<file path="src/rtl/lsu_if.sv">
// Request/response handshake and data-memory bus between a requester and the LSU.
interface lsu_if;
    logic        req_valid;
    logic        req_ready;
    logic        req_we;
    logic [2:0]  req_funct3;
    logic [31:0] req_addr;
    logic [31:0] req_wdata;
    logic        rsp_valid;
    logic        rsp_ready;
    logic [31:0] rsp_rdata;
    logic        rsp_err;
    logic [31:0] mem_addr;
    logic [31:0] mem_wdata;
    logic        mem_MemRW;
    logic [31:0] mem_rdata;

    modport slave (
        input  req_valid, req_we, req_funct3, req_addr, req_wdata, rsp_ready, mem_rdata,
        output req_ready, rsp_valid, rsp_rdata, rsp_err, mem_addr, mem_wdata, mem_MemRW
    );
    modport master (
        output req_valid, req_we, req_funct3, req_addr, req_wdata, rsp_ready, mem_rdata,
        input  req_ready, rsp_valid, rsp_rdata, rsp_err, mem_addr, mem_wdata, mem_MemRW
    );
endinterface

</file>
<file path="src/rtl/lsu.sv">
// RV32 load/store unit: one request at a time, stores are read-modify-write
// on a word-wide memory with a combinational read port.
module lsu #(
    parameter int MEM_BYTES = 32
) (
    input  logic  clk,
    input  logic  rst_n,
    lsu_if.slave  bus
);
    typedef enum logic [1:0] {IDLE, ACCESS, WRITE, RESP} state_t;

    typedef struct packed {
        logic        we;
        logic [2:0]  funct3;
        logic [31:0] addr;
        logic [31:0] wdata;
    } req_t;

    localparam logic [31:0] MAX_BASE = 32'(MEM_BYTES - 4);

    state_t      state;
    req_t        rq;
    logic [31:0] rbuf;
    logic [31:0] rdata_q;
    logic        err_q;

    logic [31:0] in_base;
    logic [1:0]  in_off;
    logic        in_err;
    logic [4:0]  sh_amt;
    logic [31:0] rd_sh;
    logic [31:0] ld_val;
    logic [31:0] st_mask;
    logic [31:0] st_merged;

    assign in_base = bus.req_addr & ~32'd3;
    assign in_off  = bus.req_addr[1:0];

    // Unsigned compare on the aligned base: addresses near 2^32 never alias into range.
    always_comb begin
        in_err = 1'b0;
        if (in_base > MAX_BASE) in_err = 1'b1;
        case (bus.req_funct3[1:0])
            2'b01:   if (in_off[0])     in_err = 1'b1;
            2'b10:   if (in_off != 2'd0) in_err = 1'b1;
            default: ;
        endcase
        if (bus.req_we) begin
            if (bus.req_funct3[2] || bus.req_funct3[1:0] == 2'b11) in_err = 1'b1;
        end else if (!(bus.req_funct3 inside {3'b000, 3'b001, 3'b010, 3'b100, 3'b101})) begin
            in_err = 1'b1;
        end
    end

    assign sh_amt = {rq.addr[1:0], 3'b000};
    assign rd_sh  = bus.mem_rdata >> sh_amt;

    always_comb begin
        case (rq.funct3)
            3'b000:  ld_val = {{24{rd_sh[7]}}, rd_sh[7:0]};
            3'b001:  ld_val = {{16{rd_sh[15]}}, rd_sh[15:0]};
            3'b010:  ld_val = bus.mem_rdata;
            3'b100:  ld_val = {24'd0, rd_sh[7:0]};
            3'b101:  ld_val = {16'd0, rd_sh[15:0]};
            default: ld_val = 32'd0;
        endcase
    end

    always_comb begin
        case (rq.funct3)
            3'b000:  st_mask = 32'h0000_00FF << sh_amt;
            3'b001:  st_mask = 32'h0000_FFFF << sh_amt;
            3'b010:  st_mask = 32'hFFFF_FFFF;
            default: st_mask = 32'd0;
        endcase
        st_merged = (rbuf & ~st_mask) | ((rq.wdata << sh_amt) & st_mask);
    end

    always_ff @(posedge clk or negedge rst_n) begin
        if (!rst_n) begin
            state   <= IDLE;
            rq      <= '0;
            rbuf    <= 32'd0;
            rdata_q <= 32'd0;
            err_q   <= 1'b0;
        end else begin
            case (state)
                IDLE: if (bus.req_valid) begin
                    rq      <= '{we: bus.req_we, funct3: bus.req_funct3,
                                 addr: bus.req_addr, wdata: bus.req_wdata};
                    rdata_q <= 32'd0;
                    err_q   <= in_err;
                    state   <= in_err ? RESP : ACCESS;
                end
                ACCESS: begin
                    rbuf <= bus.mem_rdata;
                    if (rq.we) begin
                        state <= WRITE;
                    end else begin
                        rdata_q <= ld_val;
                        state   <= RESP;
                    end
                end
                WRITE: begin
                    rdata_q <= 32'd0;
                    state   <= RESP;
                end
                RESP: if (bus.rsp_ready) state <= IDLE;
                default: state <= IDLE;
            endcase
        end
    end

    // Bus outputs decode straight from state so reset kills a write in flight.
    assign bus.req_ready = (state == IDLE);
    assign bus.rsp_valid = (state == RESP);
    assign bus.rsp_rdata = rdata_q;
    assign bus.rsp_err   = err_q;
    assign bus.mem_MemRW = (state == WRITE);
    assign bus.mem_addr  = (state == ACCESS || state == WRITE) ? {rq.addr[31:2], 2'b00} : 32'd0;
    assign bus.mem_wdata = (state == WRITE) ? st_merged : 32'd0;
endmodule

</file>
<file path="src/flat_wrapper.sv">
// flat-port wrapper written by rule: the top's interface ports become plain ports
module lsu_flat 
#(
    parameter int MEM_BYTES = 32
)
  (clk, rst_n, bus_req_valid, bus_req_we, bus_req_funct3, bus_req_addr, bus_req_wdata, bus_rsp_ready, bus_mem_rdata, bus_req_ready, bus_rsp_valid, bus_rsp_rdata, bus_rsp_err, bus_mem_addr, bus_mem_wdata, bus_mem_MemRW);
  lsu_if bus_i ();
  input  logic clk;
  input  logic rst_n;
  input wire logic [$bits(bus_i.req_valid)-1:0] bus_req_valid;
  input wire logic [$bits(bus_i.req_we)-1:0] bus_req_we;
  input wire logic [$bits(bus_i.req_funct3)-1:0] bus_req_funct3;
  input wire logic [$bits(bus_i.req_addr)-1:0] bus_req_addr;
  input wire logic [$bits(bus_i.req_wdata)-1:0] bus_req_wdata;
  input wire logic [$bits(bus_i.rsp_ready)-1:0] bus_rsp_ready;
  input wire logic [$bits(bus_i.mem_rdata)-1:0] bus_mem_rdata;
  output wire logic [$bits(bus_i.req_ready)-1:0] bus_req_ready;
  output wire logic [$bits(bus_i.rsp_valid)-1:0] bus_rsp_valid;
  output wire logic [$bits(bus_i.rsp_rdata)-1:0] bus_rsp_rdata;
  output wire logic [$bits(bus_i.rsp_err)-1:0] bus_rsp_err;
  output wire logic [$bits(bus_i.mem_addr)-1:0] bus_mem_addr;
  output wire logic [$bits(bus_i.mem_wdata)-1:0] bus_mem_wdata;
  output wire logic [$bits(bus_i.mem_MemRW)-1:0] bus_mem_MemRW;
  assign bus_i.req_valid = bus_req_valid;
  assign bus_i.req_we = bus_req_we;
  assign bus_i.req_funct3 = bus_req_funct3;
  assign bus_i.req_addr = bus_req_addr;
  assign bus_i.req_wdata = bus_req_wdata;
  assign bus_i.rsp_ready = bus_rsp_ready;
  assign bus_i.mem_rdata = bus_mem_rdata;
  assign bus_req_ready = bus_i.req_ready;
  assign bus_rsp_valid = bus_i.rsp_valid;
  assign bus_rsp_rdata = bus_i.rsp_rdata;
  assign bus_rsp_err = bus_i.rsp_err;
  assign bus_mem_addr = bus_i.mem_addr;
  assign bus_mem_wdata = bus_i.mem_wdata;
  assign bus_mem_MemRW = bus_i.mem_MemRW;
  lsu #(.MEM_BYTES(MEM_BYTES)) u_core (.clk(clk), .rst_n(rst_n), .bus(bus_i));
endmodule
</file>
<file path="config.mk">
export PLATFORM = sky130hd
export DESIGN_NAME = lsu_flat
export DESIGN_NICKNAME = d
export VERILOG_FILES = /design/src/rtl/lsu_if.sv /design/src/rtl/lsu.sv /design/src/flat_wrapper.sv
export SDC_FILE = /design/constraint.sdc
export NUM_CORES = 1
export LEC_CHECK = 0
export CAP_MARGIN = 30
export CORE_MARGIN = 4
export CORE_UTILIZATION = 45
export CTS_BUF_LIST = sky130_fd_sc_hd__clkbuf_4
export DETAILED_ROUTE_END_ITERATION = 6
export GPL_TIMING_DRIVEN = 0
export MAX_ROUTING_LAYER = met4
export PLACE_DENSITY_LB_ADDON = 0.25
export SLEW_MARGIN = 0
export SYNTH_ARGS = -nofsm -noshare
export SYNTH_HDL_FRONTEND = slang
export SYNTH_SLANG_ARGS = --single-unit
</file>
<file path="constraint.sdc">
create_clock -name clk -period 1.9 [get_ports clk]
set_input_delay 0.475 -clock clk [delete_from_list [all_inputs] [get_ports clk]]
set_output_delay 0.475 -clock clk [all_outputs]
set_load 0.01 [all_outputs]
</file>
# After elaboration in Yosys (flattened, before gate mapping)
# Index checks and enable logic that the tools add are counted.
# totals
regBits	135
word_cells	64
# classes
n_lt_le_gt_ge	1
eq_ne	17
n_shift	4
muxes	19
n_bitwise	4
reduce_logical	11
# ops
op	n
32-bit one-hot mux with 3 select lines	2
32-bit one-hot mux with 5 select lines	1
32-bit two-way mux	4
32-bit bitwise AND	2
32-bit by 5-bit > comparator with 1-bit output, second input constant	1
32-bit inverter	1
32-bit OR	1
16-bit by 5-bit << shifter with 32-bit output, first input constant	1
32-bit by 5-bit << shifter with 32-bit output	1
8-bit by 5-bit << shifter with 32-bit output, first input constant	1
32-bit by 5-bit >> shifter with 16-bit output	1
3-bit == test, second input constant	4
2-bit == test, second input constant	4
2-bit one-hot mux with 4 select lines	1
1-bit two-way mux	7
3-bit by 1-bit == test with 1-bit output, second input constant	2
3-bit by 2-bit == test with 1-bit output, second input constant	2
3-bit zero test	2
2-bit two-way mux	3
2-bit inequality test, second input constant	3
5-bit nonzero test	1
2-bit by 1-bit == test with 1-bit output, second input constant	2
2-bit AND reduction	2
3-bit AND reduction	1
5 further kinds	6

# Logic depth before layout (Yosys ltp)
# depth
depth_word	9
depth_mapped	8
depth_no_buf	6

# Least setup slack after synthesis
# No wires, ideal clock.
# synth_path
path_kind	register to output
start	register u_core.rq[65] (netlist name)
end	output bus_mem_wdata[22]
t_arrival_ns	1.585
t_required_ns	1.425
setup_slack_ns	-0.160
stages_incl_launch_ff	7
n_path_buf	2
path_cell_list	dfrtp_1 buf_2 a21oi_1 o31a_1 buf_2 o211ai_1 o211a_1
# synth_via
elab_chain_cells	6
# synth_rtl
item	line	text
start: declaration	lsu.sv:22	req_t rq;
start signal: assignment	lsu.sv:89	rq <= '{we: bus.req_we, funct3: bus.req_funct3,
3-bit by 2-bit == test with 1-bit output, or another cell as far along	lsu.sv:70	case (rq.funct3)
32-bit one-hot mux with 3 select lines (*)	lsu.sv:70	
32-bit inverter	lsu.sv:76	st_merged = (rbuf & ~st_mask) | ((rq.wdata << sh_amt) & st_mask);
32-bit bitwise AND	lsu.sv:76	
32-bit OR (*)	lsu.sv:76	
32-bit two-way mux (*)	lsu.sv:121	assign bus.mem_wdata = (state == WRITE) ? st_merged : 32'd0;
end: declaration	flat_wrapper.sv:22	output wire logic [$bits(bus_i.mem_wdata)-1:0] bus_mem_wdata;
# Every way passes the cells marked *; elsewhere a longest branch is shown, timed or not.

# Worst setup path after layout
# layout_path
start	register u_core.rq[65] (netlist name)
end	output bus_mem_wdata[2]
# Same word-level chain as after synthesis.

==> results.md <==
- The flow ran to the end, but the final reports show violations.
- The checks that failed: setup timing.
- The total vias in the final route is 6,167.
- Routability-driven placement finished with a final weighted congestion of 0.9211.
- The sequential element share of the synthesized area is 46.40%.
- The post-placement worst setup slack is -0.8388 ns.
- Per report_power, the combinational group accounts for 62.5% of the total.
- For this run, the total global-route usage over all layers was measured as 26.42%.
- STA classifies the critical path endpoint as an output pin.
- Setup repair after global routing could not meet its margin everywhere.
- The critical path goes through buf_6, or3_4, a21oi_4, buf_12, mux2i_1, nor2b_1, buf_2.
- Across all register-to-register paths, the minimum setup slack is -0.24 ns.
- The timing-limited maximum frequency is 0.3688 GHz.
- After detailed routing, the met3 layer carries 1.578 mm of wire.
- The average routed wire per standard cell is 20.96 um.
- After routing, the total negative slack on setup checks comes to -39.60 ns.
- The tree built by TritonCTS fans out to 135 sinks.
- In this run, the number of DRC markers left after iteration 0 of detailed routing was 416.
- The clock network fraction of design power is 10.8%.
- The core box area is 15,890 um^2.
- The number of buffers and inverters on the critical path is 3.
- The mapped netlist covers 7281 um^2.
- Data on the critical path is required at its endpoint by 1.42 ns.
- Before antenna repair, the detailed router went through 5 iterations.
- The net count of the finished layout is 1,002.
- The deepest level of the CTS H-tree is 4.
- The warning count from the yosys run is 0.
- Once detailed placement completed, the half-perimeter wirelength came to 17.50 mm.
- The number of diodes is 0.
- The number of max-slew violations in the final report was 0.
- The global-route wire length before repair is 36.18 mm.
- The highest metal layer carrying signal wires in the routed design is met4.
- Headroom to the max-slew limit came out at 64.44%.
- For this design the top-level I/O count stands at 204.
- The number of synthesized register bits is 135.
- The final setup slack of the worst path is -0.8118 ns.
- TritonCTS built the clock tree.
- The routed wire length is 23.46 mm.
- The post-synthesis area per instance is 11.74 um^2.
- The number of antenna violations at the first check in global routing is 0.
- The net switching power is 0.007833 W.
- Yosys mapped the design onto 54 distinct sky130hd cell types.
- Relative to the synthesized area, the layout overhead comes to 47.22%.
- Once the floorplan was initialized, standard cells occupied 45.83% of the core.
- The endpoint of the worst register-to-register path is u_core.bus.rsp_rdata[10]$_DFFE_PN0P_.
- Buffers placed on the I/O ports in this run total 201.
- The floorplan has 46 rows.
- The number of vias per cell is 5.511.
- The share of total power dissipated in sequential elements is 26.7%.
- The endpoint arrival time on the critical path is 2.24 ns.
- The critical path crosses 7 cells after its start point.
- The highest fanout seen on the critical path is 8.
- The most instantiated flip-flop cell in the synthesis netlist is dfrtp_1.
- The clock passes through at most 2 buffers.
- The post-CTS clock slew at the launch and capture registers of the worst setup and hold paths is 0.14 ns.
- Clock tree synthesis inserted a total of 17 buffers.
- Net switching is 39.35% of the power.
- The worst-case reg-to-reg path depth is 9.
- The final count of hold timing violations is 0.
- The fraction of final layout cells with drive strength greater than 1 is 41.75%.
- The post-synthesis cell count is 620.
- For this design the static power due to leakage is 5.059 nW.
- The met1 layer wirelength in the final routing is 9.727 mm.
- The residual DRC count is 0.
- The clock latency at the later pin of the worst-skew pair is 0.56 ns.
- The tool flagged a number of max-cap violations equal to 0.
- The worst-case IR drop observed on VDD is 0.001218 V.
- The worst setup path is launched from a flop.
- The worst setup skew after layout is 0.01779 ns.
- Summing all placed instances gives a cell area of 9614 um^2.
- The slowest cell on the critical path is dfrtp_1.
- Power spread over the standard cell area amounts to 1857 nW/um^2.
- The number of nets with antenna violations after routing is 0.
- Setup violations remaining at the end of the flow were counted as 88.
- Measured along the x axis, the die boundary spans 135.2 um.
- Fill cells in the final layout number 1,198.
- The critical path ends at bus_mem_wdata[2].
- The kind of cell with the highest combined delay on the critical path is simple AND/OR/NAND/NOR gates.
- Dividing the final minimum period by the clock period gives 142.7%.
- The critical path is of the flop to output pin type.
- The clock tree root driver cell is clkbuf_4.
- After synthesis, the share of flip-flops with an asynchronous set or reset is 100.0%.
- The worst hold path belongs to the class input pin to asynchronous set/reset pin.
- The aggregate global routing overflow is 0.
- The synthesized design contains 0 enable-type register cells.
- Internal power comes to 0.01207 W.
- The largest net degree at the start of global routing is 92.
- The finished cells cover 10,720 um^2.
- The routed design could run at a clock period as short as 2.712 ns.
- The via count of the first global-routing pass came to 6,478.
- The critical path starts at u_core.rq[65]$_DFFE_PN0P_.
- In this run the critical register-to-register path is launched from u_core.state[1]$_DFFE_PN0P_.
- The floorplan die area is 18,280 um^2.
- The biggest cell delay along the critical path is 0.43 ns.
- The measured slew at the worst slew-check pin is 0.5311 ns.
- Summed over all nets, wire length on met2 after detailed routing comes to 11.57 mm.
- From bottom edge to top edge, the die measures 135.2 um.
-- layout by cell type, fill, tap and decap left out, types with 4 or more instances in the layout --
cell,instances
buf_12,5
buf_6,68
clkdlybuf4s50_1,102
and3b_1,14
clkbuf_2,14
dfrtp_1,135
nor4_1,7
ha_1,4
buf_2,33
mux2i_2,12
mux2i_1,50
o211a_1,9
nand2_1,23
a211oi_1,14
a221o_1,6
dlygate4sd2_1,33
ha_4,4
and2_1,8
buf_8,4
o21ai_0,26
inv_6,4
nor2b_1,26
o211ai_1,8
clkbuf_4,19
a211o_1,7
and2_4,30
buf_4,30
a21oi_1,14
mux2_2,100
nor2_1,11
a221o_2,10
-- power groups by stage --
stage	registers, W	logic [W]	clock network [W]
floorplan	0.00496	0.00599	0
global placement	0.00517	0.00959	0
detailed placement	0.00526	0.00988	0
CTS	0.00520	0.0112	0.00218
global route	0.00544	0.0133	0.00232
finish	0.00531	0.0124	0.00215
-- routing by layer --
metal	vias up	GRT usage (%)
li1	2806	-
met1	3055	33.86
met2	259	42.34
met3	47	5.349
met4	0	8.735
met5	-	-
-- flip-flops by register name (all words and copies together), names as in the netlist --
signal / flops
u_core.bus.rsp_err: 1
u_core.bus.rsp_rdata: 32
u_core.rbuf: 32
u_core.rq: 68
u_core.state: 2
-- cells by family (layout without fill, tap and decap cells) --
family | Yosys count | count (layout) | synth area share, %
multiplexers | 164 | 164 | 24.27
AND/OR/NAND/NOR | 144 | 144 | 12.30
flip-flops | 135 | 135 | 46.40
AO/OA/AOI/OAI | 115 | 115 | 12.12
buffers and inverters | 52 | 334 | 3.368
adder cells (fa/ha/maj) | 8 | 8 | 1.375
other | 1 | 2 | 0.05151
XOR/XNOR | 1 | 1 | 0.1203
-- repair_timing --
| action | in CTS | in global routing |
|---|---|---|
| setup endpoints to repair | 194 | 136 |
| resized for setup | 410 | 93 |
| setup buffers | 36 | 16 |
| cloned | 4 | 0 |
| hold endpoints to repair | 44 | 0 |
| pin swaps | 16 | 41 |
| hold buffers | 1 | 0 |
-- how the worst min path moves through the flow --
stage,startpoint,to,slack [ns],cells after the start
4_1_cts,rst_n,u_core.bus.rsp_rdata[11]$_DFFE_PN0P_,0.38,2
3_5_place_dp,rst_n,u_core.bus.rsp_rdata[27]$_DFFE_PN0P_,0.43,1
2_1_floorplan,rst_n,u_core.bus.rsp_err$_DFFE_PN0P_,0.18,0
3_3_place_gp,u_core.bus.rsp_err$_DFFE_PN0P_,u_core.bus.rsp_err$_DFFE_PN0P_,0.47,2
6_report,rst_n,u_core.bus.rsp_rdata[11]$_DFFE_PN0P_,0.41,2
5_1_grt,rst_n,u_core.bus.rsp_rdata[11]$_DFFE_PN0P_,0.41,2
-- synthesized netlist by cell type (all sizes together), types with 3 or more instances --
cell    count  area share, %
ha          8            1.4
a211oi     16            1.8
o211a       9            1.2
a221o      16            2.4
buf        21            1.8
inv         5           0.26
o211ai      8           0.82
mux2i      64            8.8
nor4        8           0.89
nand2      25            1.3
nor2       12           0.62
and3b      15            1.8
o21ai      30            2.2
nor3        3           0.27
a21oi      16            1.3
mux2      100             15
dfrtp     135             46
clkbuf     26            1.3
and2       38            3.3
nor2b      30            2.7
a211o       8           0.96
-- cell type report --
| cell class | count | area (um^2) | share of cell area, % |
|---|---|---|---|
| plain buffers | 41 | 331.6 | 3.093 |
| clock buffers | 17 | 127.6 | 1.191 |
| clock inverters | 15 | 191.4 | 1.786 |
| inverters | 5 | 21.27 | 0.1984 |
| multi-input cells | 434 | 3956 | 36.91 |
| flip-flops and latches | 135 | 3378 | 31.52 |
| well taps | 216 | 270.3 | 2.521 |
| repair buffers | 256 | 2442 | 22.79 |
-- through the flow --
| step | total power [W] | util (%) | std cells | hold slack (ns) |
|---|---|---|---|---|
| after floorplan | 0.01095 | - | 621 | 0.1794 |
| after global placement | 0.01476 | 60.34 | 1038 | 0.4728 |
| after detailed placement | 0.01514 | 60.52 | 1039 | 0.4261 |
| after CTS | 0.01863 | 65.25 | 1111 | 0.3820 |
| after global routing | 0.02101 | 67.48 | 1119 | 0.4124 |
| final | 0.01991 | 67.48 | 1119 | 0.4063 |
-- worst reg2reg max path, cell delays in order (launching register included) --
cell      delay [ns]
dfrtp_1         0.42
buf_6           0.13
inv_4           0.06
buf_6           0.10
ha_4            0.14
nand2b_4        0.06
or4_4           0.56
buf_6           0.14
nor3_4          0.33
a211o_1         0.16
Note: power is estimated with default switching activity, not from simulation.
